File: config.mk
export PLATFORM = sky130hd
export DESIGN_NAME = multicycle_control
export DESIGN_NICKNAME = d
export VERILOG_FILES = /design/src/rtl/multicycle_control.sv
export SDC_FILE = /design/constraint.sdc
export NUM_CORES = 1
export LEC_CHECK = 0
export ABC_AREA = 1
export CORE_UTILIZATION = 66
export CTS_BUF_LIST = sky130_fd_sc_hd__clkbuf_8
export DETAILED_ROUTE_END_ITERATION = 6
export DONT_BUFFER_PORTS = 1
export PLACE_DENSITY = 0.85
export SLEW_MARGIN = 20
export SYNTH_ARGS = -nofsm -noshare
export SYNTH_HDL_FRONTEND = slang
export SYNTH_SLANG_ARGS = --single-unit
File: constraint.sdc
create_clock -name clk -period 1.7 [get_ports clk]
set_input_delay 0.17 -clock clk [delete_from_list [all_inputs] [get_ports clk]]
set_output_delay 0.17 -clock clk [all_outputs]
set_load 0.005 [all_outputs]
File: src/rtl/multicycle_control.sv
// multicycle_control: Moore-style control FSM for a multicycle MIPS-subset datapath.
// Latency (mem_ready=1): lw 5, sw 4, R-type 4, I-type ALU 4, beq 3, j 3 cycles.
// Backpressure: FETCH, MEMRD and MEMWR hold until mem_ready; no other stalls.
//
// Optional feature: define MULTICYCLE_JUMP_EN to decode opcode 0x02 (j) into the
// JUMP state; without it 0x02 is reported as illegal and JUMP is unreachable.
//
// Ports:
//   clk, reset          - clock, synchronous active-high reset
//   opcode[5:0]         - instruction[31:26], stable from DECODE to completion
//   mem_ready           - memory access completes this cycle
//   pc_write .. alu_op  - datapath controls, decoded from state
//   state[3:0]          - current state encoding (debug)
//   illegal             - one-cycle pulse in DECODE on an unsupported opcode
//   retired[15:0]       - count of completed instructions (wraps)
module multicycle_control (
  input  logic        clk,
  input  logic        reset,
  input  logic [5:0]  opcode,
  input  logic        mem_ready,
  output logic        pc_write,
  output logic        pc_write_cond,
  output logic        i_or_d,
  output logic        mem_read,
  output logic        mem_write,
  output logic        ir_write,
  output logic        mem_to_reg,
  output logic        reg_dst,
  output logic        reg_write,
  output logic        alu_src_a,
  output logic [1:0]  alu_src_b,
  output logic [1:0]  pc_source,
  output logic [3:0]  alu_op,
  output logic [3:0]  state,
  output logic        illegal,
  output logic [15:0] retired
);

  typedef enum logic [3:0] {
    S_FETCH  = 4'd0,
    S_DECODE = 4'd1,
    S_MEMADR = 4'd2,
    S_MEMRD  = 4'd3,
    S_MEMWB  = 4'd4,
    S_MEMWR  = 4'd5,
    S_RTEXEC = 4'd6,
    S_RTWB   = 4'd7,
    S_IEXEC  = 4'd8,
    S_IWB    = 4'd9,
    S_BRANCH = 4'd10,
    S_JUMP   = 4'd11
  } state_e;

  localparam logic [5:0] OP_RTYPE = 6'h00;
  localparam logic [5:0] OP_J     = 6'h02;
  localparam logic [5:0] OP_BEQ   = 6'h04;
  localparam logic [5:0] OP_ADDI  = 6'h08;
  localparam logic [5:0] OP_SLTI  = 6'h0A;
  localparam logic [5:0] OP_ANDI  = 6'h0C;
  localparam logic [5:0] OP_ORI   = 6'h0D;
  localparam logic [5:0] OP_LUI   = 6'h0F;
  localparam logic [5:0] OP_LW    = 6'h23;
  localparam logic [5:0] OP_SW    = 6'h2B;

  state_e      state_q, state_d;
  logic [15:0] retired_q, retired_d;
  logic        retire;

  // Raw (ungated) decode of the current state; reset gating applied below.
  logic        pcw, pcwc, iod, mrd, mwr, irw, m2r, rdst, rw, asa, ill;
  logic [1:0]  asb, pcs;
  logic [3:0]  aop;

  always_ff @(posedge clk) begin
    if (reset) begin
      state_q   <= S_FETCH;
      retired_q <= 16'd0;
    end else begin
      state_q   <= state_d;
      retired_q <= retired_d;
    end
  end

  always_comb begin
    state_d = state_q;
    pcw     = 1'b0;
    pcwc    = 1'b0;
    iod     = 1'b0;
    mrd     = 1'b0;
    mwr     = 1'b0;
    irw     = 1'b0;
    m2r     = 1'b0;
    rdst    = 1'b0;
    rw      = 1'b0;
    asa     = 1'b0;
    ill     = 1'b0;
    asb     = 2'b00;
    pcs     = 2'b00;
    aop     = 4'd0;
    retire  = 1'b0;

    case (state_q)
      S_FETCH: begin
        mrd = 1'b1;
        asb = 2'b01;
        // PC+4 and IR load only on the cycle the fetch actually completes.
        pcw = mem_ready;
        irw = mem_ready;
        if (mem_ready) state_d = S_DECODE;
      end
      S_DECODE: begin
        asb = 2'b11;
        case (opcode)
          OP_LW, OP_SW:                       state_d = S_MEMADR;
          OP_RTYPE:                           state_d = S_RTEXEC;
          OP_ADDI, OP_SLTI, OP_ANDI,
          OP_ORI, OP_LUI:                     state_d = S_IEXEC;
          OP_BEQ:                             state_d = S_BRANCH;
`ifdef MULTICYCLE_JUMP_EN
          OP_J:                               state_d = S_JUMP;
`endif
          default: begin
            state_d = S_FETCH;
            ill     = 1'b1;
          end
        endcase
      end
      S_MEMADR: begin
        asa     = 1'b1;
        asb     = 2'b10;
        state_d = (opcode == OP_LW) ? S_MEMRD : S_MEMWR;
      end
      S_MEMRD: begin
        mrd = 1'b1;
        iod = 1'b1;
        if (mem_ready) state_d = S_MEMWB;
      end
      S_MEMWB: begin
        rw      = 1'b1;
        m2r     = 1'b1;
        retire  = 1'b1;
        state_d = S_FETCH;
      end
      S_MEMWR: begin
        mwr = 1'b1;
        iod = 1'b1;
        if (mem_ready) begin
          retire  = 1'b1;
          state_d = S_FETCH;
        end
      end
      S_RTEXEC: begin
        asa     = 1'b1;
        aop     = 4'd2;
        state_d = S_RTWB;
      end
      S_RTWB: begin
        rw      = 1'b1;
        rdst    = 1'b1;
        retire  = 1'b1;
        state_d = S_FETCH;
      end
      S_IEXEC: begin
        asa = 1'b1;
        asb = 2'b10;
        case (opcode)
          OP_ADDI: aop = 4'd3;
          OP_SLTI: aop = 4'd4;
          OP_ANDI: aop = 4'd5;
          OP_ORI:  aop = 4'd6;
          OP_LUI:  aop = 4'd7;
          default: aop = 4'd0;
        endcase
        state_d = S_IWB;
      end
      S_IWB: begin
        rw      = 1'b1;
        retire  = 1'b1;
        state_d = S_FETCH;
      end
      S_BRANCH: begin
        asa     = 1'b1;
        aop     = 4'd1;
        pcwc    = 1'b1;
        pcs     = 2'b01;
        retire  = 1'b1;
        state_d = S_FETCH;
      end
`ifdef MULTICYCLE_JUMP_EN
      S_JUMP: begin
        pcw     = 1'b1;
        pcs     = 2'b10;
        retire  = 1'b1;
        state_d = S_FETCH;
      end
`endif
      // Unused encodings (and JUMP when the feature is off) recover to FETCH.
      default: state_d = S_FETCH;
    endcase

    retired_d = retire ? retired_q + 16'd1 : retired_q;
  end

  // Reset is synchronous, so state_q may still hold a mid-instruction state in
  // the reset cycle; gate every side-effecting output so the instruction is
  // aborted without touching registers, memory or the PC.
  always_comb begin
    pc_write      = pcw  & ~reset;
    pc_write_cond = pcwc & ~reset;
    i_or_d        = iod;
    mem_read      = mrd  & ~reset;
    mem_write     = mwr  & ~reset;
    ir_write      = irw  & ~reset;
    mem_to_reg    = m2r;
    reg_dst       = rdst;
    reg_write     = rw   & ~reset;
    alu_src_a     = asa;
    alu_src_b     = asb;
    pc_source     = pcs;
    alu_op        = aop;
    illegal       = ill  & ~reset;
    state         = reset ? S_FETCH : state_q;
    retired       = reset ? 16'd0 : retired_q;
  end

endmodule

======== Word-level counts from Yosys, hierarchy flattened ========
Cells that the tools add are included.
word-level totals
  register bits after elaboration ......... 20
  logic and storage cells ................. 68
  output and inout bits ................... 39
  bits of input ports ..................... 9
cells by class
  add/sub/neg operators ................... 1
  mux-type cells .......................... 25
  bitwise gates (word level) .............. 7
  equality and inequality tests ........... 21
  reductions and logical operators ........ 12
operators with widths
  kind                     count
  $eq A6 B4 Y1 const B     5
  $pmux W4 S7              1
  $add A16 B1 Y16 const B  1
  $eq A4 B3 Y1 const B     4
  $mux W16                 1
  $mux W4                  4
  $pmux W4 S4              1
  $pmux W3 S5              1
  $mux W1                  13
  $eq A4 B4 Y1 const B     3
  $eq A6 B6 Y1 const B     2
  $pmux W3 S3              1
  $reduce_or A9 Y1         1
  $eq A4 B2 Y1 const B     2
  $reduce_or A2 Y1         4
  $reduce_or A4 Y1         2
  $and A1 B1 Y1            6
  $eq A6 B3 Y1 const B     1
  $logic_not A6 Y1         1
  $ne A2 B2 Y1 const B     3
  $pmux W2 S3              1
  $reduce_or A5 Y1         1
  $eq A4 B1 Y1 const B     1
  $logic_not A4 Y1         1
  5 further kinds          5

======== Depth between registers and ports, before layout ========
Gate-level depths: netlist of the first run.
  word-level depth ........................ 5
  gate-level depth with buffers ........... 9
  depth with buffers taken out ............ 9

======== Worst setup path after synthesis of the first run ========
Ideal clock, no wire load.
  kind .................................... register to register
  start ................................... register retired_q[0]
  end ..................................... register retired_q[8]
  data arrival time ....................... 1.239 ns
  library setup time ...................... 0.139 ns
  data required time ...................... 1.561 ns
  period minus slack after synthesis ...... 1.378 ns
  path slack .............................. 0.322 ns
  path buffers ............................ 0
  cell stages (with the launch flop) ...... 8
  cells stage by stage .................... dfxtp_1 -> ha_1 -> inv_1 -> nor2_1 -> nand2_1 -> xor2_1 -> nand2_1 -> a21oi_2
between the ends
  word-level cells in the longest chain between the ends .. 1
RTL lines
  element                   line  RTL
  start: declaration        66    logic [15:0] retired_q, retired_d;
  start signal: assignment  80    retired_q <= retired_d;
  $add A16 B1 Y16           201   retired_d = retire ? retired_q + 16'd1 : retired_q;
No other way between the ends.
A chain may end at the register's enable or synchronous reset.

======== Worst setup path after layout of the first run ========
  start ................................... register retired_q[1]
  end ..................................... register retired_q[8]
Same word-level chain as after synthesis.

==> results of run 1 <==
==> worst min-delay path by stage <==
stage                     startpoint           end  cells past startpoint
after floorplan            mem_ready    state_q[1]                      3
after global placement         reset  retired_q[4]                      1
after detailed placement       reset  retired_q[0]                      1
after CTS                  mem_ready    state_q[2]                      3
after global routing       mem_ready    state_q[2]                      3
final                      mem_ready    state_q[2]                      3
==> what timing repair did <==
item,CTS,global route
setup endpoints to repair,0,3
endpoints found under the hold margin,11,0
hold buffers,1,0
resized for setup,0,3
==> state kept, by name, summed over array words and instances (netlist names) <==
signal,count
state_q,4
retired_q,16
==> power by group through the flow <==
stage / sequential, mW / combinational (mW) / clock (mW)
after floorplan: 0.490 / 0.0954 / 0
after global placement: 0.490 / 0.0898 / 0
after detailed placement: 0.490 / 0.0897 / 0
after CTS: 0.479 / 0.0985 / 0.377
after global routing: 0.481 / 0.114 / 0.398
final: 0.479 / 0.0992 / 0.367
==> layout by cell type (no fill, tap or decap), drive strengths merged, types with 4 or more instances in the layout <==
master,count
o21ai,8
a21oi,16
clkbuf,4
inv,44
nand4,10
nor2,67
nand3,23
nand2,90
dfxtp,20
==> per-stage QoR <==
stage	utilization [%]	setup TNS, ns	hold slack (ns)	std cells
after floorplan	-	0	0.346	298
after global placement	71.9	0	0.236	317
after detailed placement	71.9	0	0.237	317
after CTS	74.7	0	0.0911	322
after global routing	75.0	-0.0181	0.0927	322
final	75.0	0	0.0926	322
==> kinds of logic after synthesis <==
| kind of cell | synth area share (%) |
|---|---|
| other cells | 0.221 |
| fa+ha+maj | 0.738 |
| xor+xnor | 1.03 |
| flops | 23.6 |
| compound gates | 9.68 |
| simple gates | 50.1 |
| buf+inv | 14.6 |
==> layer usage <==
metal / part of all wire, % / GRT usage, % / up-vias
met5: 0 / 0 / -
met4: 1.3 / 10.5 / 0
met3: 6.3 / 4.06 / 5
met2: 43 / 45.8 / 62
met1: 50 / 40.8 / 749
li1: - / - / 909
==> worst max-delay path: stages (launching register included) <==
cell and delay (ns):
sky130_fd_sc_hd__dfxtp_1 0.39, sky130_fd_sc_hd__ha_1 0.29, sky130_fd_sc_hd__inv_1 0.07, sky130_fd_sc_hd__nor2_1 0.27
sky130_fd_sc_hd__nand2_1 0.11, sky130_fd_sc_hd__xor2_1 0.15, sky130_fd_sc_hd__nand2_1 0.07, sky130_fd_sc_hd__a21oi_2 0.06
==> cell type report <==
| type | count | area, sq um |
|---|---|---|
| flip-flops and latches | 20 | 402 |
| multi-input cells | 223 | 1050 |
| fillers | 206 | 579 |
| inverters | 44 | 168 |
| clock buffers | 4 | 55.1 |
| repair buffers | 3 | 25.0 |
| well taps | 28 | 35.0 |
==> results.txt, run 1 <==
- Buffers inserted during clock tree synthesis total 3.
- The worst setup path is launched from a flip-flop.
* Power density relative to cell area: 544 nW/um^2
- Cell taking the most area after synthesis: sky130_fd_sc_hd__dfxtp_1
- Routed vias/inst: 5.36
* Sink Count: 20
- In this run the worst hold path is classified as input port to flip-flop.
* Critical path endpoint: retired_q[8]
- In this run, flip-flops and latches consume 50.7% of the power.
- Most instantiated library cell after synthesis: sky130_fd_sc_hd__nand2_1
* Final Power: 0.946 mW
* First-pass GRT wire length: 6060 um
* Placement-stage worst setup slack: 0.188 ns
- The setup check on the worst reg-to-reg path leaves a slack of 0.15 ns.
* Final Skew: 0.00392 ns
* Post-route fraction of the period consumed by the critical path: 91.3%
- P&R area growth vs syn: 2.66%
- VDD sags by at most 0.479 mV.
* Number of vias in the routed layout: 1725
- H-tree Lvls: 1
- Fraction of post-synthesis cell area in the top cell type by area: 23.6%
- Ranking of synthesized cells by instance count: sky130_fd_sc_hd__nand2_1 (79), sky130_fd_sc_hd__nor2_1 (63), sky130_fd_sc_hd__inv_1 (41)
- Cell leakage power: 0.746 nW
- The worst setup path is of the flip-flop to flip-flop kind.
- The total area inside the core boundary comes to 2320 sq um.
* Cell-internal power: 0.707 mW
- Buffer levels on the longest clock path: 2
* Worst-case reg-to-reg path depth: 7
* Slew of the pin with the lowest slew margin: 0.682 ns
- At the end of the flow, the number of nets in the layout was 305.
- The detail route stage leaves a number of antenna-violating nets equal to 0.
- Net switching is 25.3% of the power.
* Distinct cells, synth: 28
- Outcome: finished clean
* Overflow left after global routing: 0
- The pre-antenna-repair detailed-routing pass consisted of 4 iterations.
* Startpoint of the most critical register-to-register path: retired_q[1]
- Launch point of the worst path: retired_q[1]
* Die outline height: 52.7 um
- Placed Area: 1670 sq um
- TritonCTS built the clock tree.
- Sequential element share of the synthesized area: 23.6%
- Switching Power: 0.239 mW
- Final Max Tran Viols: 0
- The number of antenna diodes in the final layout is 0.
* Required time reported for the critical path endpoint: 1.82 ns
- Total wire length after detailed routing: 3740 um
- Mean area per synthesized cell: 5.70 sq um
- Post-synth EDFFs: 0
* Ports placed on the boundary: 48
- Wire length per cell after detailed routing: 11.6 um
- Entering global routing, the biggest net connects 27 pins.
* Maximum net fanout on the critical path: 6
- Timing-limited maximum frequency: 0.644 GHz
* Iter 0 DRT Violations: 70
- After detailed routing, the number of remaining DRC violations is 0.
- The worst path meets setup with 0.148 ns of slack.
* Yosys warns: 0
- The number of antenna violations at the first check in global routing was 0.
- After layout, the minimum clock period comes to 1.55 ns.
* Via count of the first global-routing pass: 1453
- Cell Area, Synth: 1690 sq um
- Type of element capturing the critical path: flip-flop
- Final setup violation count: 0
- Die width: 52.7 um
- Total routing usage reported by global routing: 29.4%
* Arrival time of data at the critical path endpoint: 1.68 ns
- Row count: 17
- Max-Cap Viols: 0
- Port buffering added 0 buffers.
* Fraction of layout instances using a drive strength above 1: 13.6%
- At the end of routability-driven placement, the weighted congestion stood at 0.892.
- Clock tree root buffer cell: sky130_fd_sc_hd__clkbuf_8
- Dominant synthesized flop cell: sky130_fd_sc_hd__dfxtp_1
* Clock edge transition at the registers on the reported setup and hold paths: 0.08 ns
- The die covers 2770 sq um.
* Reg2reg end: retired_q[8]
* Proportion of synthesized flip-flops having asynchronous set or reset: 0%
* Worst slew slack as a fraction of its limit: 54.4%
* Final Hold Viols: 0
- For the worst-skew pair, the clock arrives at the later sink with an insertion delay of 0.26 ns.
* Flop and latch count out of synthesis: 20
- Combinational logic is responsible for 10.5% of the overall power.
- Clock power share: 38.8%
- Dominant cells by area after synthesis: sky130_fd_sc_hd__dfxtp_1 (24%), sky130_fd_sc_hd__nand2_1 (18%), sky130_fd_sc_hd__nor2_1 (14%), sky130_fd_sc_hd__inv_1 (9.1%), sky130_fd_sc_hd__nand3_1 (6.2%)
- The initial utilization of the core area, before any placement, comes to 73.1%.
- Post-CTS setup repair buffer count: 0
- After routing the design area is 1740 sq um.
- Synthesis handed over a netlist of 297 instances.
- DP Wirelength: 2750 um
No activity file was read; power rests on OpenSTA's default activity.
==> inputs of run 2 (changes only) <==
Settings changed: ABC_AREA 1 to default, CORE_UTILIZATION 66 to 65, PLACE_DENSITY 0.85 to 0.84.
==> run 2 against run 1 <==
  * Via count decreased by 13%
  * Final area decreased by 1.3%
  * Routed wire length is 8.7% higher
  * Clock-buffer cell count unchanged
  * Sequential cell count stayed put
  * Critical endpoint is now retired_q[15]
  * Largest power group unchanged
==> results.txt, run 2 <==
- DP Wirelength: 2520 um (was 2750 um)
- Dominant synthesized flop cell: sky130_fd_sc_hd__dfxtp_1 (unchanged)
* Worst-case reg-to-reg path depth: 5 (was 7)
- Fraction of power consumed by sequential logic: 50.5% (was 50.7%)
* Worst hold start: reset (was mem_ready)
- Flop and latch count out of synthesis: 20 (unchanged)
* Maximum net fanout on the critical path: 4 (was 6)
- The count of buffers from port buffering was 0 (unchanged).
- Worst slew slack as a fraction of its limit: 61.1% (was 54.4%)
- Switching Power: 0.225 mW (was 0.239 mW)
- The library cell with the highest instance count after synthesis was sky130_fd_sc_hd__nor2_1 (was sky130_fd_sc_hd__nand2_1).
- The net count of the finished layout came to 218 (was 305).
- The leakage power summed over all cells came to 0.651 nW (was 0.746 nW).
* Mean area per synthesized cell: 7.42 sq um (was 5.70 sq um)
* Type of element capturing the critical path: flip-flop (unchanged)
- The post-route non-filler standard cell count was 234 (was 322).
- Placement-stage worst setup slack: 0.0264 ns (was 0.188 ns)
* Clock tree root buffer cell: sky130_fd_sc_hd__clkbuf_8 (unchanged)
- The part of the power in combinational logic is 9.0% (was 10.5%).
- The startpoint type of the worst setup path is a flip-flop (unchanged).
- The number of max-slew violations in the final report came to 0 (unchanged).
* Area of the die: 2440 sq um (was 2770 sq um)
- The core outline area is 2040 sq um (was 2320 sq um).
- Outcome: finished clean (unchanged).
- Setup repair after global routing could not meet its margin everywhere.
- Arrival time of data at the critical path endpoint: 1.83 ns (was 1.68 ns)
- Slew of the pin with the lowest slew margin: 0.582 ns (was 0.682 ns)
- Most common library cell in the layout ignoring fill and taps: sky130_fd_sc_hd__nor2_1 (was sky130_fd_sc_hd__nand2_1)
- Dominant cells by area after synthesis: sky130_fd_sc_hd__dfxtp_1 (27%), sky130_fd_sc_hd__nor2b_1 (8.1%), sky130_fd_sc_hd__nor2_1 (6.4%), sky130_fd_sc_hd__o21ai_0 (5.1%), sky130_fd_sc_hd__a21oi_1 (4.8%) (was sky130_fd_sc_hd__dfxtp_1 (24%), sky130_fd_sc_hd__nand2_1 (18%), sky130_fd_sc_hd__nor2_1 (14%), sky130_fd_sc_hd__inv_1 (9.1%), sky130_fd_sc_hd__nand3_1 (6.2%))
* Classification of the worst setup path: flip-flop to flip-flop (unchanged)
- The worst IR drop on VDD came to 0.649 mV (was 0.479 mV).
- Placed insts: 225 (was 317)
* Row count: 16 (was 17)
- The total via count in the routed design is 1493 (was 1725).
- The design internal power came to 0.716 mW (was 0.707 mW).
* Clock power share: 40.6% (was 38.8%)
- The clock sink count came to 20 (unchanged).
- Net switching fraction of the power: 23.9% (was 25.3%)
- The CTS tree is yes (unchanged).
* Fraction of layout instances using a drive strength above 1: 24.6% (was 13.6%)
* Commonest non-fill, non-tap cells in the layout: sky130_fd_sc_hd__nor2_1 (23), sky130_fd_sc_hd__buf_4 (20), sky130_fd_sc_hd__nor2b_1 (19), sky130_fd_sc_hd__a21oi_1 (14), sky130_fd_sc_hd__o21ai_0 (14) (was sky130_fd_sc_hd__nand2_1 (78), sky130_fd_sc_hd__nor2_1 (62), sky130_fd_sc_hd__inv_1 (41), sky130_fd_sc_hd__nand3_1 (21), sky130_fd_sc_hd__dfxtp_1 (19))
- Final Hold Viols: 0 (unchanged)
- Clock edge transition at the registers on the reported setup and hold paths: 0.08 ns (about the same)
- The class of the tightest hold or removal check is input port to flip-flop (unchanged).
- Total routing usage reported by global routing: 31.8% (was 29.4%)
* Proportion of synthesized flip-flops having asynchronous set or reset: 0% (unchanged)
- Hold-critical path endpoint: retired_q[6] (was state_q[2])
- The number of detailed-route iterations in the first pass is 4 (unchanged).
- Power density relative to cell area: 548 nW/um^2 (was 544 nW/um^2)
- The synthesized netlist cell count is 197 (was 297).
- The register-to-register path setup slack is 0.03 ns (was 0.15 ns).
- Ranking of synthesized cells by instance count: sky130_fd_sc_hd__nor2_1 (25), sky130_fd_sc_hd__dfxtp_1 (20), sky130_fd_sc_hd__nor2b_1 (19) (was sky130_fd_sc_hd__nand2_1 (79), sky130_fd_sc_hd__nor2_1 (63), sky130_fd_sc_hd__inv_1 (41)).
* Largest register FFs: 16 (unchanged)
* Iter 0 DRT Violations: 38 (was 70)
- Cell Area, Synth: 1460 sq um (was 1690 sq um)
- The part of the cycle the worst path needs was 98.2% (was 91.3%).
- The final global-route overflow total was 0 (unchanged).
- Fraction of post-synthesis cell area in the top cell type by area: 27.4% (was 23.6%)
- Distinct cells, synth: 48 (was 28)
* Largest net degree at the start of global routing: 30 (was 27)
* Clock latency at the later pin of the worst-skew pair: 0.27 ns (was 0.26 ns)
- Cts bufs inserted: 3 (unchanged)
- The chip height is 49.4 um (was 52.7 um).
- Max-Cap Viols: 0 (unchanged)
- The sequential cell area fraction in the yosys report was 27.4% (was 23.6%).
- P&R area growth vs syn: 17.5% (was 2.66%)
- Required time reported for the critical path endpoint: 1.86 ns (was 1.82 ns)
* Largest register by flop count: retired_q (unchanged)
* Biggest registers after layout: retired_q x16, state_q x4 (unchanged)
- Buffer levels on the longest clock path: 2 (unchanged)
* DRC violations left: 0 (unchanged)
- The number of diodes added for antenna fixing was 0 (unchanged).
- The number of placed I/O pins was 48 (unchanged).
- The number of antenna violations at the first check in global routing came to 0 (unchanged).
- Final Skew: 0.00237 ns (was 0.00392 ns)
- Cell taking the most area after synthesis: sky130_fd_sc_hd__dfxtp_1 (unchanged)
* Post-synth EDFFs: 0 (unchanged)
- Initial standard-cell utilization of the core: 71.6% (was 73.1%)
- Routed vias/inst: 6.38 (was 5.36)
- Final setup violation count: 0 (unchanged)
- The deepest level of the CTS H-tree was 1 (unchanged).
- The final critical path time including I/O delays and setup is 1.67 ns (was 1.55 ns).
- The first-pass GRT wire length is 5990 um (was 6060 um).
- The endpoint of the worst register-to-register path is retired_q[15] (was retired_q[8]).
* Total wire length after detailed routing: 4070 um (was 3740 um)
- The average detailed-routed wire length per instance is 17.4 um (was 11.6 um).
- Worst Hold Depth: 2 (was 3)
- Via count of the first global-routing pass: 1346 (was 1453)
- Yosys warns: 0 (unchanged)
* Startpoint of the most critical register-to-register path: retired_q[6] (was retired_q[1])
- Count of antenna-violating nets left after detailed routing: 0 (unchanged)
- RD Place Congestion: 0.853 (was 0.892)
- Post-route setup slack: 0.0314 ns (was 0.148 ns)
- Die width: 49.4 um (was 52.7 um)
- The fmax came to 0.599 GHz (was 0.644 GHz).
-- run 2: cell count changes in the layout (fill, tap and decap cells not counted), sizes merged, moves of 5 or more --
cell	previous run	this run
buf	2	20
inv	44	6
nand2	90	9
nand3	23	5
nand4	10	2
nor2	67	26
nor2b	0	20
nor3	2	8
o21ai	8	16
or3	0	5
xor2	2	7
-- run 2: worst max-delay path, stage by stage, from the launching register on --
cell	delay, ns
sky130_fd_sc_hd__dfxtp_2	0.34
sky130_fd_sc_hd__and4_4	0.22
sky130_fd_sc_hd__and4_4	0.23
sky130_fd_sc_hd__nand4_4	0.14
sky130_fd_sc_hd__nor4_4	0.31
sky130_fd_sc_hd__mux2_4	0.32
-- run 2: worst max-delay path by stage --
| stage | from | endpoint | slack, ns | cells past startpoint |
|---|---|---|---|---|
| after floorplan | retired_q[3] | retired_q[15] | 0.006 | 5 |
| after global placement | retired_q[6] | retired_q[15] | 0.06 | 5 |
| after detailed placement | retired_q[4] | retired_q[15] | 0.03 | 5 |
| after CTS | state_q[0] | retired_q[14] | 0.01 | 5 |
| after global routing | state_q[1] | retired_q[14] | -0.04 | 5 |
| final | retired_q[6] | retired_q[15] | 0.03 | 5 |
-- run 2: layer usage --
| layer | part of all wire [%] | wire length [um] | GRT usage [%] | vias to the layer above |
|---|---|---|---|---|
| met5 | 0 | 0 | 0 | - |
| met4 | 0.76 | 31 | 10.0 | 0 |
| met3 | 7.6 | 311 | 11.2 | 4 |
| met2 | 52 | 2100 | 50.7 | 75 |
| met1 | 40 | 1630 | 39.9 | 705 |
| li1 | - | - | - | 709 |
-- run 2: area by class of cell --
class	count	area, sq um
inverter	6	22.5
fill	134	325
clock buffer	4	55.1
sequential	20	409
multi-input combinational	156	1040
timing repair buffer	21	160
tap	27	33.8
-- run 2: per-stage QoR --
| step | setup TNS [ns] | power [mW] | utilization, % | hold WS (ns) | instance area, sq um |
|---|---|---|---|---|---|
| 3_3_place_gp | 0 | 0.549 | 75.2 | 0.243 | 1540 |
| 3_5_place_dp | 0 | 0.551 | 75.2 | 0.246 | 1540 |
| 2_1_floorplan | 0 | 0.557 | - | 0.341 | 1470 |
| 5_1_grt | -0.0527 | 0.961 | 84.1 | 0.0832 | 1720 |
| 4_1_cts | 0 | 0.925 | 78.7 | 0.0740 | 1610 |
| 6_report | 0 | 0.941 | 84.1 | 0.0760 | 1720 |
-- run 2: power groups by stage --
stage          logic, mW  registers [mW]  clock network [mW]
2_1_floorplan     0.0749           0.482                   0
6_report          0.0844           0.475               0.382
4_1_cts           0.0752           0.473               0.376
3_3_place_gp      0.0649           0.484                   0
5_1_grt           0.0923           0.475               0.393
3_5_place_dp      0.0667           0.484                   0
-- run 2: timing repair --
item	in CTS	in global routing
endpoints found under the setup margin	1	12
resized for setup	1	21
hold buffers	1	0
pin swaps	0	6
endpoints found under the hold margin	15	0
setup buffers	0	4
-- run 2: kinds of logic (layout without fill, tap and decap cells) --
kind of cell             Yosys count  after routing  share of synthesized area (%)
XOR/XNOR                           9              9                           5.39
AO/OA/AOI/OAI                     45             45                           19.4
AND/OR/NAND/NOR                   96             96                           37.2
buffers and inverters             22             31                           7.28
flip-flops                        20             20                           27.4
adder cells (fa/ha/maj)            1              1                          0.856
multiplexers                       3              3                           2.23
other                              1              2                          0.257
==> inputs of run 3 (changes only) <==
Settings changed: CORE_MARGIN from default to 2, SETUP_SLACK_MARGIN from default to 0.5.
==> run 3 against run 2 <==
  * The run now fails in clock tree synthesis
  * Area after synthesis is the same
  * Synthesized cell count is the same
==> results.txt, run 3 <==
- Outcome: aborted with a tool error (was finished clean)
- Last stage the flow got to: clock tree synthesis
- First logged error message: [ERROR DPL-0038] Utilization greater than 100%, impossible to legalize
- DP Wirelength: 2580 um (was 2520 um)
- The largest buffer count on any clock path came to 2 (unchanged).
* Dominant synthesized flop cell: sky130_fd_sc_hd__dfxtp_1 (unchanged)
* Post-CTS setup repair buffer count: 25 (was 0)
- The x dimension of the die was 51.4 um (was 49.4 um).
- Most instantiated library cell after synthesis: sky130_fd_sc_hd__nor2_1 (unchanged)
- Yosys warns: 0 (unchanged)
- The initial core utilization is 67.4% (was 71.6%).
- The chip height came to 51.4 um (was 49.4 um).
* Sequential element share of the synthesized area: 27.4% (unchanged)
* Distinct cells, synth: 48 (unchanged)
* Post-synth EDFFs: 0 (unchanged)
- Row count: 17 (was 16)
- The clock sink count is 20 (unchanged).
- The count of buffers from port buffering is 0 (unchanged).
- Post-cts repair resize count: 70 (was 1)
* Ranking of synthesized cells by instance count: sky130_fd_sc_hd__nor2_1 (25), sky130_fd_sc_hd__dfxtp_1 (20), sky130_fd_sc_hd__nor2b_1 (19) (unchanged)
- Dominant cells by area after synthesis: sky130_fd_sc_hd__dfxtp_1 (27%), sky130_fd_sc_hd__nor2b_1 (8.1%), sky130_fd_sc_hd__nor2_1 (6.4%), sky130_fd_sc_hd__o21ai_0 (5.1%), sky130_fd_sc_hd__a21oi_1 (4.8%) (unchanged)
- RD Place Congestion: 0.859 (was 0.853)
- Cells after synthesis: 197 (unchanged)
* H-tree Lvls: 1 (unchanged)
- Hold buffer count at CTS: 1 (unchanged)
- Cell Area, Synth: 1460 sq um (unchanged)
- The area share of the largest cell type after synthesis came to 27.4% (unchanged).
* Cell taking the most area after synthesis: sky130_fd_sc_hd__dfxtp_1 (unchanged)
- The TritonCTS buffer count came to 3 (unchanged).
- Mean area per synthesized cell: 7.42 sq um (unchanged)
- The buffer cell driving the clock tree root is sky130_fd_sc_hd__clkbuf_8 (unchanged).
* Ports placed on the boundary: 48 (unchanged)
- The flip-flop and latch count after synthesis came to 20 (unchanged).
- Proportion of synthesized flip-flops having asynchronous set or reset: 0% (unchanged)
run 3: cell counts after synthesis:
Identical to the previous run, type by type.
run 3: logic make-up after synthesis:
logic type	Yosys count	synth area share [%]
other	1	0.257
AND/OR/NAND/NOR	96	37.2
buffers and inverters	22	7.28
AO/OA/AOI/OAI	45	19.4
XOR/XNOR	9	5.39
flip-flops	20	27.4
adder cells (fa/ha/maj)	1	0.856
multiplexers	3	2.23
run 3: through the flow:
step,hold WS (ns),util [%],worst slack [ns],cells,instance area [sq um]
after global placement,0.239,73.8,0.0683,224,1600
after floorplan,0.341,-,0.0881,198,1560
after detailed placement,0.245,73.8,-0.0378,224,1600
==> inputs of run 4 (changes only) <==
Settings changed: CORE_UTILIZATION 65 to 40, CTS_BUF_LIST sky130_fd_sc_hd__clkbuf_8 to default, PLACE_DENSITY 0.84 to default, PLACE_DENSITY_LB_ADDON from default to 0.15, SETUP_SLACK_MARGIN 0.5 to default.
==> run 4 against run 3 <==
  * The run now ends clean
==> results.txt, run 4 (synthesis gave the netlist of run 2 again) <==
* Fraction of layout instances using a drive strength above 1: 26.8%
- Worst Hold Depth: 2
- Placed insts: 246 (was 224)
- Max-Cap Viols: 0
* Commonest non-fill, non-tap cells in the layout: sky130_fd_sc_hd__buf_4 (24), sky130_fd_sc_hd__nor2_1 (22), sky130_fd_sc_hd__nor2b_1 (19), sky130_fd_sc_hd__dfxtp_1 (16)
* Total wire length after detailed routing: 3920 um
* Type of element capturing the critical path: flip-flop
- Entering global routing, the biggest net connects 30 pins.
- Classification of the worst setup path: flip-flop to flip-flop
- Sink Count: 20 (unchanged)
- Placement-stage worst setup slack: -0.0204 ns (was -0.0378 ns)
- For the pin with the worst max-slew slack, the measured transition is 0.618 ns.
* Count of antenna-violating nets left after detailed routing: 0
* Cell Chain, Critical Path: xnor2_4, nor2_4, o21ai_4, buf_4, nor4_4, mux2_4
- First-pass GRT wire length: 6260 um
- H-tree Lvls: 1 (unchanged)
- In this run, the number of DRC markers left after iteration 0 of detailed routing was 85.
* Die outline height: 64.4 um (was 51.4 um)
- Biggest registers after layout: retired_q x16, state_q x4
- The buffer cell driving the clock tree root is sky130_fd_sc_hd__clkbuf_4 (was sky130_fd_sc_hd__clkbuf_8).
* Ports placed on the boundary: 48 (unchanged)
- In the final routed layout, each cell accounts on average for 15.2 um.
* Fraction of power consumed by sequential logic: 56.4%
- For this run, the post-layout net count is 224.
- Clock-pin slew was measured on the worst setup and hold paths at 0.12 ns.
- Arrival time of data at the critical path endpoint: 1.88 ns
* Overflow left after global routing: 0
- Power density relative to cell area: 466 nW/um^2
- The routed layout has 1439 vias.
* Maximum net fanout on the critical path: 8
- Die width: 64.4 um (was 51.4 um)
- Post-route setup slack: 0.0331 ns
- Post-layout instance count excluding filler cells: 259
- Number of antenna violations at the first check in global routing: 0
- Cts bufs inserted: 3 (unchanged)
- For this run, the share of the core covered by cells in the final layout is 52.6%.
* Routed vias/inst: 5.56
- The pre-antenna-repair detailed-routing pass consisted of 4 iterations.
- Between clock sinks in the finished design, the worst skew comes to 0.0126 ns.
* P&R area growth vs syn: 23.0%
- Largest register FFs: 16
* Initial standard-cell utilization of the core: 42.8% (was 67.4%)
- DRC violations left: 0
* Cell-internal power: 0.639 mW
* Startpoint type of the worst setup path: flip-flop
* Placed Area: 1570 sq um (was 1600 sq um)
* Diodes inserted: 0
* DP Wirelength: 2660 um (was 2580 um)
* Post-route fraction of the period consumed by the critical path: 98.1%
- Via count of the first global-routing pass: 1315
- TritonCTS built the clock tree.
- The number of max-slew violations in the final report was 0.
- Final instance area: 1800 sq um
- Subtracting the final worst setup slack from the clock period gives 1.67 ns.
* RD Place Congestion: 0.839 (was 0.859)
- For this run, the top clock speed supported by timing is 0.600 GHz.
* Number of port buffers: 0 (unchanged)
- In this design, the stage delay of the slowest critical-path cell is 0.39 ns.
- Worst-case reg-to-reg path depth: 6
- Power comes to 0.838 mW.
- Total routing usage reported by global routing: 18.6%
* Core area: 3420 sq um
- Most common library cell in the layout ignoring fill and taps: sky130_fd_sc_hd__buf_4
- The critical path runs through a total of 6 cells.
* Buffer levels on the longest clock path: 2 (unchanged)
- Power share of the combinational group: 10.2%
* Buffers & Inverters on Critical Path: 1
- Clock latency at the later pin of the worst-skew pair: 0.30 ns
* Largest register by flop count: retired_q
- Setup violations remaining at the end of the flow were counted as 0.
- Slowest stage cell on the critical path: sky130_fd_sc_hd__dfxtp_4
- STA puts the critical path data required time at 1.91 ns.
* Worst supply voltage drop on vdd: 0.296 mV
- Cell leakage power: 0.675 nW
* RSZ-0062 raised after global routing: true
- Outcome: finished clean (was aborted with a tool error)
- Worst slew slack as a fraction of its limit: 58.7%
- Area of the die: 4150 sq um
- The number of rows in the core area is 21 (was 17).
- Clock power share: 33.4%
- Net switching fraction of the power: 23.7%
- Worst min-delay path class: input port to flip-flop
* Switching Power: 0.199 mW
- Broken down by cell family, the worst path's largest delay share belongs to simple AND/OR/NAND/NOR gates.
- Final Hold Viols: 0
==> run 4: area by class of cell <==
cell class,count,area [sq um]
Timing Repair Buffer,26,201
Fill cell,330,1620
Clock buffer,4,36.3
Inverter,6,26.3
Tap cell,46,57.6
Multi-Input combinational cell,157,1060
Sequential cell,20,413
==> run 4: power by group through the flow <==
| stage | Clock (mW) | Sequential (mW) | Combinational, mW |
|---|---|---|---|
| 2_1_floorplan | 0 | 0.482 | 0.0749 |
| 3_3_place_gp | 0 | 0.484 | 0.0659 |
| 3_5_place_dp | 0 | 0.484 | 0.0675 |
| 4_1_cts | 0.291 | 0.474 | 0.0765 |
| 5_1_grt | 0.322 | 0.473 | 0.0944 |
| 6_report | 0.280 | 0.472 | 0.0856 |
==> run 4: per-stage QoR <==
stage                     setup TNS, ns  hold slack, ns
after floorplan                       0           0.341
after global routing            -0.0272          0.0346
after global placement                0           0.245
final                                 0          0.0383
after detailed placement        -0.0204           0.246
after CTS                             0          0.0251
==> run 4: what timing repair did <==
action                                  4_1_cts  5_1_grt
setup buffers                                 0        7
pin swaps                                     0        9
endpoints found under the setup margin        4       13
gates resized for setup                       5       22
hold buffers                                  1        0
endpoints found under the hold margin        15        0
cloned                                        0        1
==> run 4: final timing paths <==
path / from / end / slack (ns)
min reg2reg: retired_q[14] / retired_q[14] / 0.49
max: state_q[1] / retired_q[15] / 0.03
max reg2reg: state_q[1] / retired_q[15] / 0.03
min: reset / retired_q[6] / 0.04
==> run 4: layer usage <==
metal | GRT usage [%] | part of all wire (%)
met3 | 4.86 | 5.8
met2 | 29.9 | 47
met1 | 25.6 | 47
met4 | 2.93 | 0.33
met5 | 0 | 0
